--- config.mk ---
export PLATFORM = sky130hd
export DESIGN_NAME = spike_input_buffer
export DESIGN_NICKNAME = d
export VERILOG_FILES = /design/src/rtl/spike_input_buffer.sv
export SDC_FILE = /design/constraint.sdc
export NUM_CORES = 2
export LEC_CHECK = 0
export CAP_MARGIN = 5
export CELL_PAD_IN_SITES_DETAIL_PLACEMENT = 1
export CELL_PAD_IN_SITES_GLOBAL_PLACEMENT = 1
export CORE_AREA = 2 2 378 418
export DETAILED_ROUTE_END_ITERATION = 10
export DIE_AREA = 0 0 380 420
export PLACE_DENSITY_LB_ADDON = 0.1
export SLEW_MARGIN = 20
export SYNTH_ARGS = -nofsm -noshare
export SYNTH_HDL_FRONTEND = slang
export SYNTH_SLANG_ARGS = --single-unit
--- constraint.sdc ---
create_clock -name wb_clk_i -period 52.7 [get_ports wb_clk_i]
set_input_delay 10.54 -clock wb_clk_i [delete_from_list [all_inputs] [get_ports wb_clk_i]]
set_output_delay 10.54 -clock wb_clk_i [all_outputs]
set_load 0.01 [all_outputs]
--- src/rtl/spike_input_buffer.sv ---
// Double-buffered Wishbone spike memory: the host fills a shadow bank per core while
// the active bank drives the core; a tick or software swap copies shadow into active.
module spike_input_buffer #(
  parameter int unsigned NUM_CORES     = 2,
  parameter int unsigned NUM_AXONS     = 256,
  parameter logic [31:0] BASE_ADDR     = 32'h8000_0000,
  parameter logic [31:0] CORE_STRIDE   = 32'h0001_0000,
  parameter bit          CLEAR_ON_SWAP = 1'b1
) (
  input  logic                           wb_clk_i,
  input  logic                           wb_rst_i,
  input  logic                           wbs_cyc_i,
  input  logic                           wbs_stb_i,
  input  logic                           wbs_we_i,
  input  logic [3:0]                     wbs_sel_i,
  input  logic [31:0]                    wbs_adr_i,
  input  logic [31:0]                    wbs_dat_i,
  output logic                           wbs_ack_o,
  output logic [31:0]                    wbs_dat_o,
  input  logic [NUM_CORES-1:0]           core_en_i,
  input  logic                           tick_i,
  output logic [NUM_CORES*NUM_AXONS-1:0] spike_axon_o,
  output logic [NUM_CORES-1:0]           swap_done_o
);
  localparam int unsigned WORDS      = NUM_AXONS / 32;
  localparam int unsigned WW         = (WORDS > 1) ? $clog2(WORDS) : 1;
  localparam logic [31:0] WIN_BYTES  = 32'(4 * WORDS);
  localparam logic [31:0] STATUS_OFF = 32'h0000_0800;

  logic [NUM_CORES-1:0][WORDS-1:0][31:0] shadow_q, shadow_d;
  logic [NUM_CORES-1:0][WORDS-1:0][31:0] active_q, active_d;
  logic [NUM_CORES-1:0][15:0]            swap_cnt_q, swap_cnt_d;
  logic [NUM_CORES-1:0]                  dirty_q, dirty_d;
  logic [NUM_CORES-1:0]                  swap_done_q, swap_done_d;
  logic                                  ack_q, ack_d;
  logic [31:0]                           dat_q, dat_d;

  logic                        req;
  logic [NUM_CORES-1:0]        hit_word, hit_status, swap_now, wr_now;
  logic [NUM_CORES-1:0][WW-1:0] word_idx;

  // Side effects happen only on the edge that raises ack.
  assign req = wbs_cyc_i & wbs_stb_i & ~ack_q;

  genvar gi, gw;
  generate
    for (gi = 0; gi < NUM_CORES; gi++) begin : g_core
      logic [31:0] off;
      logic        in_win;
      assign off    = wbs_adr_i - (BASE_ADDR + 32'(gi) * CORE_STRIDE);
      assign in_win = (off < CORE_STRIDE);
      assign hit_word[gi]   = in_win && (off < WIN_BYTES);
      assign hit_status[gi] = in_win && (off == STATUS_OFF);
      assign word_idx[gi]   = off[WW+1:2];
      assign wr_now[gi]     = req && wbs_we_i && hit_word[gi] && core_en_i[gi];
      assign swap_now[gi]   = core_en_i[gi] && (tick_i ||
                              (req && wbs_we_i && hit_status[gi] && wbs_sel_i[0] && wbs_dat_i[0]));

      // Word 0 sits at the MSBs of the core's slice.
      for (gw = 0; gw < WORDS; gw++) begin : g_word
        assign spike_axon_o[gi*NUM_AXONS + NUM_AXONS-1-32*gw -: 32] = active_q[gi][gw];
      end
    end
  endgenerate

  always_comb begin
    ack_d       = req;
    dat_d       = dat_q;
    shadow_d    = shadow_q;
    active_d    = active_q;
    swap_cnt_d  = swap_cnt_q;
    dirty_d     = dirty_q;
    swap_done_d = swap_now;

    if (req && !wbs_we_i) begin
      dat_d = '0;
      for (int c = 0; c < NUM_CORES; c++) begin
        if (hit_word[c]) begin
          dat_d = shadow_q[c][word_idx[c]];
        end else if (hit_status[c]) begin
          dat_d = {swap_cnt_q[c], 15'b0, dirty_q[c]};
        end
      end
    end

    // Swap first, then the write lands on the post-swap shadow.
    for (int c = 0; c < NUM_CORES; c++) begin
      if (swap_now[c]) begin
        active_d[c]   = shadow_q[c];
        dirty_d[c]    = 1'b0;
        swap_cnt_d[c] = swap_cnt_q[c] + 16'd1;
        if (CLEAR_ON_SWAP) begin
          shadow_d[c] = '0;
        end
      end
      if (wr_now[c]) begin
        for (int b = 0; b < 4; b++) begin
          if (wbs_sel_i[b]) begin
            shadow_d[c][word_idx[c]][8*b +: 8] = wbs_dat_i[8*b +: 8];
          end
        end
        dirty_d[c] = 1'b1;
      end
    end
  end

  always_ff @(posedge wb_clk_i or posedge wb_rst_i) begin
    if (wb_rst_i) begin
      shadow_q    <= '0;
      active_q    <= '0;
      swap_cnt_q  <= '0;
      dirty_q     <= '0;
      swap_done_q <= '0;
      ack_q       <= 1'b0;
      dat_q       <= '0;
    end else begin
      shadow_q    <= shadow_d;
      active_q    <= active_d;
      swap_cnt_q  <= swap_cnt_d;
      dirty_q     <= dirty_d;
      swap_done_q <= swap_done_d;
      ack_q       <= ack_d;
      dat_q       <= dat_d;
    end
  end

  assign wbs_ack_o   = ack_q;
  assign wbs_dat_o   = dat_q;
  assign swap_done_o = swap_done_q;
endmodule

* Word level (Yosys, flattened, before mapping)
Cells that the tools add are included.
** Storage, ports and cells
- Register bits after elaboration :: 1093
- Input bits :: 76
- Output and inout bits :: 547
- Logic and storage cells :: 135
** Cells by class
- Add/subtract/negate cells :: 4
- Order comparisons :: 8
- Eq/ne operators :: 2
- Mux-type cells :: 54
- Bitwise operators :: 3
- Reductions and logical operators :: 25
** Operator list (number)
- 256-bit 2-to-1 mux :: 18
- 256-bit bitwise mux :: 8
- 32-bit demux with 3-bit select :: 8
- 32-bit 2-to-1 mux :: 8
- 32-bit binary-select mux with 3-bit select :: 2
- 32-bit by 12-bit == test with 1-bit output, second input constant :: 2
- 32-bit by 17-bit less-than comparator with 1-bit output, second input constant :: 2
- 32-bit by 6-bit less-than comparator with 1-bit output, second input constant :: 2
- 32-bit subtractor, second input constant :: 2
- 24-bit 2-to-1 mux :: 2
- 16-bit by 1-bit adder with 16-bit output, second input constant :: 2
- 16-bit 2-to-1 mux :: 2
- 1-bit logical AND :: 20
- 8-bit 2-to-1 mux :: 2
- 3-bit by 4-bit less-than comparator with 1-bit output, second input constant :: 2
- 3-bit by 1-bit greater-or-equal comparator with 1-bit output, second input constant :: 2
- 1-bit 2-to-1 mux :: 4
- 2-bit nonzero test :: 2
- 1-bit bitwise AND :: 2
- 1-bit logical OR :: 2
- 1-bit logical NOT :: 1
- 1-bit inverter :: 1

* Logic depth before layout (Yosys ltp)
- Depth in word-level cells :: 21
- Gate-level depth with buffers :: 10
- Gate-level depth less buffers :: 7

* Worst setup path before layout
OpenSTA, ideal clock, no wires.
- Kind :: input-to-reg
- Start :: in wbs_adr_i[21]
- End :: reg shadow_q[390] (netlist name)
- Setup time :: 0.125 ns
- Arrival :: 12.700 ns
- Required time :: 52.575 ns
- Slack :: 39.874 ns
- Stages :: 9
- Path buffers :: 3
- Cell sequence :: or4b_1 -> or4_1 -> buf_2 -> nor4_4 -> buf_6 -> nand4_4 -> buf_6 -> nand3_1 -> o21ai_1
** RTL lines
- start: declaration :: RTL line 16 : input logic [31:0] wbs_adr_i,
- end signal: assignment :: RTL line 117 : shadow_q <= shadow_d;
- end: declaration :: RTL line 30 : logic [NUM_CORES-1:0][WORDS-1:0][31:0] shadow_q, shadow_d;

==> metrics <==
vias per cell between 5 and 6; TNS Setup 0 ns; GRT overflow 0; Seq/Total Area, Yosys 0.590; initial core utilization 0.299; max_cap viols 0; number of synthesized flops with an enable pin 0; gr usage total 0.262; Die Wd ~380 um; CP max stage delay ~0.93 ns; clock buffer depth 3; WL/cell a little under 30 um; vias after detailed routing between 30000 and 40000; GRT met1 Usage 0.366; clk_lat worst skew ~0.76 ns; GP Congestion just under 0.9; CP startpoint kind input port; Mapped Cells 4587; worst vdd ir 0.0177 mV; commonest cells after routing, fill and taps aside nand2_1 (1672), dfrtp_1 (1093), clkdlybuf4s50_1 (619); initial antenna violation count 13; port bufs roughly 620; #FFs+latches synth 1093; hold crit path type reg -> reg; fill cell count about 17000; Synth-to-Final Area Change 26.8%; Synth Cell Area about 0.046 mm2; met2 Use GR 0.412; 1st-pass router iterations 5; fin crit share 0.300; leakage 27.8 nW; Num CTS Buffers 130; Primary FF master, synth dfrtp_1; Max Clock Freq 63.2 MHz; gr busiest metal met2; Multi-input gate area between 0.015 and 0.02 mm2; final wirelength roughly 210 mm; post_cts resized 0; count of cell types in the netlist 67; Cell Rows between 150 and 200; outcome complete, no violations; Sequential Area roughly 0.027 mm2; Setup Crit Path Kind in -> reg; CTS Hold Bufs 0; most frequent CP cell buf_4; Final Cell Area slightly below 0.06 mm2; H-tree levels 4; Synth Warn # 0; initial DRC count ~2900; vias in the first global route between 30000 and 40000; Die Ht 420 um; post-DP HPWL 149 mm; WHS 0.460 ns; TritonCTS Sinks 1093; endpoints failing hold 0; RSZ-0062 raised after global routing false; Placement Cell Area 0.0545 mm2; CP Cell Sequence clkdlybuf4s50_1 > nor4_2 > and3_1 > and3_1 > a32oi_4 > buf_4 > inv_8 > buf_4 > buf_4 > nor2_1 > a22o_1; largest net degree at the start of global routing approximately 220; # setup viols final 0; worst path arrival time approximately 16 ns; max-slew violations 0; fin nets around 5200; total core area about 0.16 mm2; CTS tree done; Slew @ Worst Pin approximately 1.2 ns; Setup crit end kind flip-flop; ys async rst share 1.00; I/O Pins between 600 and 700; Syn Nets roughly 4700; post-CTS setup buffers 0; Clock Pin Slew Worst Setup and Hold Paths ~0.060 ns; crit path max fanout 150; skew final roughly 0.021 ns; Max-slew headroom 0.201; first-pass GRT wire length about 300 mm; PnR Total Power 1.88 mW; Syn Area/Cell 10.1 um2; Clock Tree Root clkbuf_16; fin crit period approximately 16 ns; DRC violations left 0; grt met3 use 0.0575; layout cells sized above 1 0.0940; DIE AREA roughly 0.16 mm2; Power Dens Cells between 30 and 40 mW/mm2; ANT nets after route 0; CP max-delay cell nor4_2; commonest non-fill, non-tap cell in the layout nand2_1; Critical Path RT 53.35 ns
-- flip-flops by register name (all words and copies together) (netlist names) --
| register | count |
|---|---|
| swap_cnt_q | 32 |
| dirty_q | 2 |
| wbs_dat_o | 32 |
| spike_axon_o | 512 |
| swap_done_o | 2 |
| wbs_ack_o | 1 |
| shadow_q | 512 |
-- power breakdown --
group | switching, mW | internal (mW)
Combinational | 0.0889 | 0.0225
Clock | 0.376 | 0.542
Sequential | 0.00855 | 0.845
-- final timing paths --
| kind | from | end | cells past startpoint | slack (ns) |
|---|---|---|---|---|
| worst max-delay path | wbs_adr_i[10] | shadow_q[64] | 11 | 36.87 |
| worst min-delay path | spike_axon_o[74] | spike_axon_o[74] | 2 | 0.46 |
| worst max register to register | wbs_ack_o | shadow_q[420] | 11 | 47.72 |
| worst min register to register | spike_axon_o[74] | spike_axon_o[74] | 2 | 0.46 |
| max in group asynchronous | wb_rst_i | shadow_q[294] | 7 | 37.50 |
| min in group asynchronous | wb_rst_i | spike_axon_o[148] | 2 | 10.22 |
-- through the flow --
step                      instances  worst slack [ns]   util
after floorplan                4587             11.39      -
after global placement         7048             36.37  0.351
after CTS                      7271             37.01  0.379
after detailed placement       7048             36.18  0.351
final                          7276             36.87  0.379
after global routing           7272             36.58  0.379
-- cell type report --
| cell class | count | area share |
|---|---|---|
| inverter | 45 | 0.00326 |
| tap | 2079 | 0.0442 |
| multi-input combinational | 3136 | 0.298 |
| clock buffer | 181 | 0.0653 |
| antenna | 4 | 0.000170 |
| clock inverter | 42 | 0.00723 |
| timing repair buffer | 696 | 0.117 |
| sequential | 1093 | 0.465 |
-- routing by layer --
layer,share of wire,vias up
met2,0.46,1168
met5,0.00011,-
met4,0.023,4
li1,-,16700
met1,0.46,20000
met3,0.062,234
-- critical path: cells and delay by family --
kind	cells	cell delay, ns
buf+inv	5	2.98
simple gates	4	2.22
compound gates	2	0.46
-- logic make-up (layout without fill, tap and decap cells) --
family | after synthesis | in the layout | synth area share
and+or+nand+nor | 2216 | 2216 | 0.210
DFF | 1093 | 1093 | 0.590
AOI/OAI and AO/OA | 768 | 768 | 0.117
buffers and inverters | 358 | 964 | 0.0351
muxes | 120 | 120 | 0.0424
xor gates and xnor gates | 30 | 30 | 0.00566
adders and majority gates | 2 | 2 | 0.000539
other | 0 | 4 | 0
-- synth_stat cells (5+ instances only) --
library cell	count	area [um2]
inv_1	42	158
nor2_1	115	432
nor2_4	30	338
and4_1	5	43.8
nand4_1	15	93.8
o21ai_1	216	1080
and3_1	13	81.3
nor2b_1	6	37.5
o211ai_1	5	37.5
a21oi_1	39	195
a221oi_1	39	342
nand4_4	32	681
o31ai_1	7	52.6
o21ai_0	59	295
and2_1	7	43.8
a22oi_1	29	218
nand2b_1	5	31.3
mux2_2	33	372
o22ai_1	24	150
a22o_1	274	2400
nand2_1	1672	6280
dfrtp_1	1093	27400
nor4_1	8	50.1
mux4_2	58	1310
buf_6	24	270
o21ai_2	23	201
a221o_1	9	90.1
clkbuf_1	138	518
a211oi_1	7	52.6
nor3_1	13	65.1
a31oi_1	9	56.3
xnor2_1	28	245
buf_2	68	340
buf_4	5	37.5
mux2i_1	29	290
nand3_1	276	1380
buf_1	78	293
Power figures use the tool's default switching activity.
